`src/rtl/sec_countdown_if.sv`:
```
// Purpose: groups tick strobes, control requests and countdown status for sec_countdown.
// Latency: none; this is wiring only.
// Backpressure: none; every strobe is a single-cycle pulse that is consumed when it arrives.
interface sec_countdown_if #(
    parameter int CNT_W = 8
);
    logic             tick_odd;
    logic             tick_even;
    logic             start;
    logic             abort;
    logic [CNT_W-1:0] load_val;
    logic [CNT_W-1:0] remain;
    logic             busy;
    logic             warn;
    logic             blink;
    logic             done;
    logic             seq_err;

    // Controller side: issues ticks and requests, observes status.
    modport master (
        output tick_odd, tick_even, start, abort, load_val,
        input  remain, busy, warn, blink, done, seq_err
    );

    // Timer side: consumes ticks and requests, drives status.
    modport slave (
        input  tick_odd, tick_even, start, abort, load_val,
        output remain, busy, warn, blink, done, seq_err
    );
endinterface

```
`src/rtl/sec_countdown.sv`:
```
// Purpose: whole-second countdown timer aligned to second strobes; SEQ_CHECK_EN adds a tick-parity checker.
// Latency: all outputs update on the clk edge after the sec_tick/start/abort cycle.
// Backpressure: none; start while busy is dropped, abort always wins.
module sec_countdown #(
    parameter int CNT_W    = 8,
    parameter int WARN_SEC = 3
) (
    input  logic           clk,
    input  logic           reset_n,
    sec_countdown_if.slave bus
);
    typedef enum logic [1:0] {
        IDLE = 2'd0,
        ARM  = 2'd1,
        RUN  = 2'd2,
        WARN = 2'd3
    } state_t;

    localparam logic [CNT_W-1:0] WARN_V = CNT_W'(WARN_SEC);
    localparam logic [CNT_W-1:0] ONE    = CNT_W'(1);
    localparam logic [CNT_W-1:0] ZERO   = '0;

    state_t           state_q, nxt_state;
    logic [CNT_W-1:0] remain_q, nxt_remain;
    logic             blink_q, nxt_blink;
    logic             done_q, nxt_done;
    logic             busy_q, warn_q;
    logic             sec_tick;
    logic [CNT_W-1:0] dec_val;

    assign sec_tick = bus.tick_odd | bus.tick_even;
    // Guarded so remain can never wrap below zero.
    assign dec_val  = (remain_q != ZERO) ? (remain_q - ONE) : ZERO;

    // Next-state, next-count, blink and done decode; abort overrides everything.
    always_comb begin
        nxt_state  = state_q;
        nxt_remain = remain_q;
        nxt_blink  = blink_q;
        nxt_done   = 1'b0;
        if (bus.abort) begin
            nxt_state  = IDLE;
            nxt_remain = ZERO;
            nxt_blink  = 1'b0;
        end else begin
            case (state_q)
                IDLE: begin
                    nxt_blink = 1'b0;
                    // A tick in the same cycle as start is not used for alignment.
                    if (bus.start) begin
                        if (bus.load_val != ZERO) begin
                            nxt_state  = ARM;
                            nxt_remain = bus.load_val;
                        end else begin
                            nxt_remain = ZERO;
                            nxt_done   = 1'b1;
                        end
                    end
                end
                ARM: begin
                    // First tick only aligns to the second boundary.
                    if (sec_tick) begin
                        nxt_blink = 1'b0;
                        nxt_state = (remain_q <= WARN_V) ? WARN : RUN;
                    end
                end
                RUN: begin
                    if (sec_tick && remain_q != ZERO) begin
                        nxt_remain = dec_val;
                        if (dec_val == ZERO) begin
                            nxt_state = IDLE;
                            nxt_done  = 1'b1;
                        end else if (dec_val <= WARN_V) begin
                            nxt_state = WARN;
                            nxt_blink = 1'b0;
                        end
                    end
                end
                WARN: begin
                    if (sec_tick && remain_q != ZERO) begin
                        nxt_remain = dec_val;
                        if (dec_val == ZERO) begin
                            nxt_state = IDLE;
                            nxt_done  = 1'b1;
                            nxt_blink = 1'b0;
                        end else begin
                            nxt_blink = ~blink_q;
                        end
                    end
                end
                default: begin
                    nxt_state  = IDLE;
                    nxt_remain = ZERO;
                    nxt_blink  = 1'b0;
                end
            endcase
        end
    end

    // State and registered outputs; busy/warn are decoded from the next state so they line up with remain.
    always_ff @(posedge clk or negedge reset_n) begin
        if (!reset_n) begin
            state_q  <= IDLE;
            remain_q <= ZERO;
            blink_q  <= 1'b0;
            done_q   <= 1'b0;
            busy_q   <= 1'b0;
            warn_q   <= 1'b0;
        end else begin
            state_q  <= nxt_state;
            remain_q <= nxt_remain;
            blink_q  <= nxt_blink;
            done_q   <= nxt_done;
            busy_q   <= (nxt_state != IDLE);
            warn_q   <= (nxt_state == WARN);
        end
    end

    assign bus.remain = remain_q;
    assign bus.busy   = busy_q;
    assign bus.warn   = warn_q;
    assign bus.blink  = blink_q;
    assign bus.done   = done_q;

`ifdef SEQ_CHECK_EN
    logic seen_q;
    logic last_odd_q;
    logic seq_err_q;

    // Parity tracker: flags repeated parity or simultaneous strobes; sticky until reset.
    always_ff @(posedge clk or negedge reset_n) begin
        if (!reset_n) begin
            seen_q     <= 1'b0;
            last_odd_q <= 1'b0;
            seq_err_q  <= 1'b0;
        end else if (sec_tick) begin
            seen_q     <= 1'b1;
            last_odd_q <= bus.tick_odd;
            if ((bus.tick_odd && bus.tick_even) ||
                (seen_q && (last_odd_q == bus.tick_odd))) begin
                seq_err_q <= 1'b1;
            end
        end
    end

    assign bus.seq_err = seq_err_q;
`else
    assign bus.seq_err = 1'b0;
`endif
endmodule

```
`src/flat_wrapper.sv`:
```
// flat-port wrapper written by rule: the top's interface ports become plain ports
module sec_countdown_flat 
#(
    parameter int CNT_W    = 8,
    parameter int WARN_SEC = 3
)
  (clk, reset_n, bus_tick_odd, bus_tick_even, bus_start, bus_abort, bus_load_val, bus_remain, bus_busy, bus_warn, bus_blink, bus_done, bus_seq_err);
  sec_countdown_if #(.CNT_W(CNT_W)) bus_i ();
  input  logic clk;
  input  logic reset_n;
  input wire logic [$bits(bus_i.tick_odd)-1:0] bus_tick_odd;
  input wire logic [$bits(bus_i.tick_even)-1:0] bus_tick_even;
  input wire logic [$bits(bus_i.start)-1:0] bus_start;
  input wire logic [$bits(bus_i.abort)-1:0] bus_abort;
  input wire logic [$bits(bus_i.load_val)-1:0] bus_load_val;
  output wire logic [$bits(bus_i.remain)-1:0] bus_remain;
  output wire logic [$bits(bus_i.busy)-1:0] bus_busy;
  output wire logic [$bits(bus_i.warn)-1:0] bus_warn;
  output wire logic [$bits(bus_i.blink)-1:0] bus_blink;
  output wire logic [$bits(bus_i.done)-1:0] bus_done;
  output wire logic [$bits(bus_i.seq_err)-1:0] bus_seq_err;
  assign bus_i.tick_odd = bus_tick_odd;
  assign bus_i.tick_even = bus_tick_even;
  assign bus_i.start = bus_start;
  assign bus_i.abort = bus_abort;
  assign bus_i.load_val = bus_load_val;
  assign bus_remain = bus_i.remain;
  assign bus_busy = bus_i.busy;
  assign bus_warn = bus_i.warn;
  assign bus_blink = bus_i.blink;
  assign bus_done = bus_i.done;
  assign bus_seq_err = bus_i.seq_err;
  sec_countdown #(.CNT_W(CNT_W), .WARN_SEC(WARN_SEC)) u_core (.clk(clk), .reset_n(reset_n), .bus(bus_i));
endmodule
```
`config.mk`:
```
export PLATFORM = sky130hd
export DESIGN_NAME = sec_countdown_flat
export DESIGN_NICKNAME = d
export VERILOG_FILES = /design/src/rtl/sec_countdown_if.sv /design/src/rtl/sec_countdown.sv /design/src/flat_wrapper.sv
export SDC_FILE = /design/constraint.sdc
export NUM_CORES = 1
export LEC_CHECK = 0
export CORE_ASPECT_RATIO = 2
export CORE_MARGIN = 2
export CORE_UTILIZATION = 35
export CTS_BUF_LIST = sky130_fd_sc_hd__clkbuf_8
export DETAILED_ROUTE_END_ITERATION = 8
export PLACE_DENSITY = 0.59
export REMOVE_ABC_BUFFERS = 1
export SYNTH_ARGS = -nofsm -noshare
export SYNTH_HDL_FRONTEND = slang
export SYNTH_SLANG_ARGS = --single-unit
export TNS_END_PERCENT = 100
```
`constraint.sdc`:
```
create_clock -name clk -period 1.99 [get_ports clk]
set_clock_uncertainty 0.2 [all_clocks]
set_input_delay 0.4975 -clock clk [delete_from_list [all_inputs] [get_ports clk]]
set_output_delay 0.4975 -clock clk [all_outputs]
set_load 0.02 [all_outputs]
```
-- After elaboration in Yosys (flattened, before gate mapping)
Cells that the tools add are included.
- input bits: 14
- bits in registers: 14
- output and inout bits: 13
- bitwise operators: 2
- reductions and logical operators: 10
- add/sub/neg operators: 1
- equality and inequality tests: 11
- multiplexer cells: 31
- magnitude comparators: 2
- operators by type and width (cell ; number):
    $mux W8 ; 5
    $mux W2 ; 9
    $le A8 B2 Y1 const B ; 2
    $pmux W8 S2 ; 1
    $reduce_bool A8 Y1 ; 2
    $mux W1 ; 13
    $ne A3 B2 Y1 const B ; 4
    $logic_not A8 Y1 ; 1
    $pmux W2 S4 ; 1
    $sub A8 B1 Y8 const B ; 1
    $eq A2 B2 Y1 const B ; 3
    $ne A3 B3 Y1 const B ; 2
    $reduce_and A5 Y1 ; 1
    $pmux W1 S4 ; 1
    $ne A3 B1 Y1 const B ; 1
    $reduce_and A3 Y1 ; 1
    $reduce_bool A3 Y1 ; 1
    $eq A2 B1 Y1 const B ; 1
    $logic_not A2 Y1 ; 1
    $pmux W1 S2 ; 1
    $reduce_bool A2 Y1 ; 1
    $reduce_or A2 Y1 ; 1
    $logic_and A1 B1 Y1 ; 1
    $not A1 Y1 ; 1
    $or A1 B1 Y1 ; 1

-- Depth between registers and ports, before layout
- depth in word-level cells: 9
- depth in mapped cells: 8
- gate-level depth less buffers: 8

-- Least setup slack after synthesis
OpenSTA, ideal clock, no wires.
- kind: flip-flop to flip-flop
- start point: reg u_core.remain_q[0] (netlist: u_core.bus.remain[0])
- end point: reg u_core.busy_q (netlist: u_core.bus.busy)
- cell stages (with the launch flop): 9
- slack: -0.260 ns
- data required time: 1.696 ns
- setup time: 0.094 ns
- data arrival time: 1.956 ns
- clock period less this slack: 2.250 ns
- cells stage by stage: dfrtp_1 -> inv_1 -> ha_1 -> nor3b_2 -> and4b_1 -> a311oi_1 -> nand3b_4 -> nor3_1 -> a211oi_1
- word-level cells in the longest chain between the ends: 9
- elaborated cells on any way between the ends: 17
- ends and longest elaborated chain (item ; RTL line ; RTL):
    start, declared ; sec_countdown.sv:24 ; logic [CNT_W-1:0] remain_q, nxt_remain;
    start signal, assigned ; sec_countdown.sv:111 ; remain_q <= nxt_remain;
    $sub A8 B1 Y8 or $reduce_bool A8 Y1 (tied branches) ; sec_countdown.sv:33, sec_countdown.sv:68, sec_countdown.sv:80 ;
    $mux W8 ; sec_countdown.sv:33 ; assign dec_val = (remain_q != ZERO) ? (remain_q - ONE) : ZERO;
    $le A8 B2 Y1 ; sec_countdown.sv:73 ; end else if (dec_val <= WARN_V) begin
    $mux W2 ; sec_countdown.sv:73 ;
    $mux W2 ; sec_countdown.sv:70 ; if (dec_val == ZERO) begin
    $mux W2 ; sec_countdown.sv:68 ; if (sec_tick && remain_q != ZERO) begin
    $pmux W2 S4 (*) ; sec_countdown.sv:46 ; case (state_q)
    $mux W2 (*) ; sec_countdown.sv:41 ; if (bus.abort) begin
    $reduce_bool A2 Y1 (*) ; sec_countdown.sv:114 ; busy_q <= (nxt_state != IDLE);
    end signal, assigned ; sec_countdown.sv:114 ;
    end, declared ; sec_countdown.sv:27 ; logic busy_q, warn_q;
Every way passes the cells marked *; elsewhere a longest branch is shown, timed or not.
A chain may end at the register's enable or synchronous reset.

-- Worst setup path after layout
- start point: reg u_core.remain_q[0] (netlist: u_core.bus.remain[0])
- end point: reg u_core.blink_q (netlist: u_core.bus.blink)
- word-level cells in the longest chain between the ends: 7
- elaborated cells on any way between the ends: 15
- ends and longest elaborated chain (item ; RTL line ; RTL):
    branches (longest 7 deep; another with $sub A8 B1 Y8) ; -- ;
    end signal, assigned ; sec_countdown.sv:112 ; blink_q <= nxt_blink;
    end, declared ; sec_countdown.sv:25 ; logic blink_q, nxt_blink;
Several ways; the timed one is not identified. The select of a mux whose other input is x is not followed.

==> flow_summary.yaml <==
flow_run:
  cap_violations: 0
finish:
  drive_gt1_share_pct: 44.0
  syn2layout_area_growth_pct: 74.5
  utilization_pct: 64.0
  regArea_um2: 353
  nNetsFinal: 210
  nFillCells: 254
  insertedDiodeCount: 0
  multi_input_area_um2: 818
detailed_routing:
  drc: 0
  vias: 1226
  viasPerCell: 5.50
  drtIter0Drc: 12
  detail_route.wl_per_cell_um: 17.2
  dr.pass1.iters: 4
  antenna_left: 0
  wl_mm: 3.83
place:
  hpwl_mm: 2.71
  gp_congestion: 0.808
  pre_cts_ws_ns: -0.295
  port_buffers: 25
floorplanning:
  num_rows: 28
  die-area_um2: 3610
  start_util_pct: 36.7
  coreArea_um2: 2980
  die_h_um: 83.0
  die_w_um: 43.5
  ios: 27
power:
  ir_drop_uv: 601
  p_int_mw: 0.966
  p_leak_nw: 0.856
  p_clk_share_pct: 18.5
  swShare_pct: 38.0
  power_frac_seq_pct: 22.9
  switchingPower_mw: 0.591
  p_per_area_nw_per_um2: 817
  p_comb_share_pct: 58.6
clock_tree:
  clock-sinks: 14
  tritoncts: "done"
  cts_buffers: 3
  htree_levels: 1
  clock-root-buffer: "clkbuf_8"
  ctsLongestPathBuffers: 2
  path_clk_slew_ns: 0.07
  cts_hold_buf: 0
  clk_latency_ns: 0.25
min_path:
  hold_class: "in -> async"
setup_path:
  start_kind: "register"
  arrival_ns: 2.19
  worst_setup_path_end_kind: "register"
  criticalPathCategory: "reg -> reg"
  critPathMaxFanout: 5
  worst_ep_required_time_ns: 1.95
  reg2reg_slack_ns: -0.24
global_route:
  gr-total-overflow: 0
  grt_util_all_layers_pct: 23.1
  grt_pass1_vias: 1350
  grt_pass1_wl_mm: 6.24
  grt_max_degree: 15
  antenna_found_initial: 0
yosys:
  synth-seq-cells: 14
  yosysUniqueCellTypes: 43
  synth_area_um2: 1090
  synthCells: 125
  synth_ff_type: "dfrtp_1"
  synthArstFlopShare_pct: 100
  syn_area_per_cell_um2: 8.74
  yosysWarningCount: 0
  yosysSeqAreaShare_pct: 32.1
  synth-edff-count: 0
timing:
  period_needed_ns: 2.23
  maxSlewViolCount: 0
  setup_slack_ns: -0.236
  final.period_utilization_pct: 112
  rsz0062_at_grt: "yes"
  hold_violations: 0
  fmax_mhz: 449
  setup_viol: 11
outcome:
  violations: "setup timing"
  status: "complete, but fails checks"
[final cells by class]
cell class	count	area share, %
clock buffers	4	2.89
inverters	5	0.985
multi-input cells	98	42.9
flip-flops and latches	14	18.5
repair buffers	72	32.7
well taps	30	1.97
[cell families (layout without fill, tap and decap cells)]
| kind of cell | Yosys count | count (layout) | share of synthesized area, % |
|---|---|---|---|
| adder cells (fa/ha/maj) | 2 | 2 | 2.29 |
| buffers and inverters | 13 | 81 | 6.87 |
| flip-flops | 14 | 14 | 32.1 |
| AND/OR/NAND/NOR | 55 | 55 | 29.8 |
| other | 1 | 1 | 0.343 |
| multiplexers | 2 | 2 | 2.98 |
| XOR/XNOR | 6 | 6 | 4.81 |
| AO/OA/AOI/OAI | 32 | 32 | 20.8 |
[final timing paths]
check | cells past startpoint | end | start
min in group clk | 2 | u_core.bus.blink | u_core.bus.blink
hold reg to reg | 2 | u_core.bus.blink | u_core.bus.blink
max in group asynchronous | 2 | u_core.bus.remain[3] | reset_n
setup / recovery | 9 | u_core.bus.blink | u_core.bus.remain[0]
hold / removal | 2 | u_core.state_q[1] | reset_n
setup reg to reg | 9 | u_core.bus.blink | u_core.bus.remain[0]
[Yosys cell counts, types with 2 or more instances]
cell type | number | area (µm²)
buf_4 | 2 | 15.0
nor4_1 | 4 | 25.0
nand3b_1 | 2 | 15.0
inv_1 | 5 | 18.8
dfrtp_1 | 14 | 350
o21a_1 | 2 | 15.0
a21oi_1 | 6 | 30.0
o21ai_0 | 6 | 30.0
nand3_1 | 5 | 25.0
xor2_1 | 5 | 43.8
o2bb2ai_1 | 2 | 17.5
nor2_1 | 8 | 30.0
nor3b_1 | 2 | 15.0
ha_1 | 2 | 25.0
nor3_1 | 10 | 50.1
o31ai_1 | 4 | 30.0
nand2_1 | 12 | 45.0
clkbuf_1 | 4 | 15.0
a22o_1 | 5 | 43.8
a21o_1 | 2 | 15.0
[layer usage]
layer	vias up	global-route usage, %	wire length, µm
li1	592	-	-
met1	590	23.0	1320
met2	31	42.1	2250
met3	13	3.26	116
met4	0	13.5	150
met5	-	0	0
[flip-flops by register name, summed over array words and instances (netlist names)]
name	count
u_core.bus.remain	8
u_core.state_q	2
u_core.bus.done	1
u_core.bus.blink	1
u_core.bus.warn	1
u_core.bus.busy	1
[worst max-delay path, cell delays in order (launching register included)]
cell and delay, ns:
dfrtp_1 0.40, inv_2 0.09, ha_4 0.14, nor3b_4 0.21
and4b_1 0.23, a311oi_2 0.24, nand3b_4 0.24, buf_4 0.14
o21ai_4 0.06, mux2i_1 0.18
[cells in the final DEF (no fill, tap or decap), drive strengths merged]
cell type | Yosys | layout
a211oi | 1 | 1
a21o | 2 | 2
a21oi | 7 | 7
a22o | 5 | 5
a311oi | 2 | 2
a31oi | 1 | 1
and3 | 2 | 2
and4b | 1 | 1
buf | 4 | 47
clkbuf | 4 | 4
clkdlybuf4s50 | 0 | 17
conb | 1 | 1
dfrtp | 14 | 14
dlygate4sd2 | 0 | 7
dlymetal6s2s | 0 | 1
ha | 2 | 2
inv | 5 | 5
mux2i | 2 | 2
nand2 | 12 | 12
nand2b | 1 | 1
nand3 | 6 | 6
nand3b | 3 | 3
nor2 | 8 | 8
nor2b | 1 | 1
nor3 | 11 | 11
nor3b | 3 | 3
nor4 | 5 | 5
o21a | 2 | 2
o21ai | 6 | 6
o2bb2ai | 2 | 2
o31ai | 4 | 4
or2 | 1 | 1
or3 | 1 | 1
xnor2 | 1 | 1
xor2 | 5 | 5
[power groups by stage]
| stage | combinational [mW] | sequential, mW | clock, mW |
|---|---|---|---|
| after CTS | 0.874 | 0.359 | 0.292 |
| after detailed placement | 0.738 | 0.360 | 0 |
| after floorplan | 0.310 | 0.416 | 0 |
| after global placement | 0.732 | 0.358 | 0 |
| after global routing | 0.983 | 0.360 | 0.308 |
| final | 0.912 | 0.356 | 0.289 |
[repair_timing]
item	4_1_cts	5_1_grt
resized for setup	42	12
endpoints found under the setup margin	22	15
cloned	1	0
buffers inserted	6	4
pin swaps	11	4
[stage by stage]
step,hold WS [ns],TNS (ns),power [mW],cell area [µm²],std cells
after detailed placement,0.369,-3.27,1.10,1620,211
after floorplan,0.00191,-4.31,0.726,1040,117
after global routing,0.391,-2.63,1.65,1910,223
final,0.360,-1.44,1.56,1910,223
after global placement,0.329,-2.98,1.09,1620,211
after CTS,0.364,-1.03,1.53,1870,222
(Power assumes the default switching activity.)
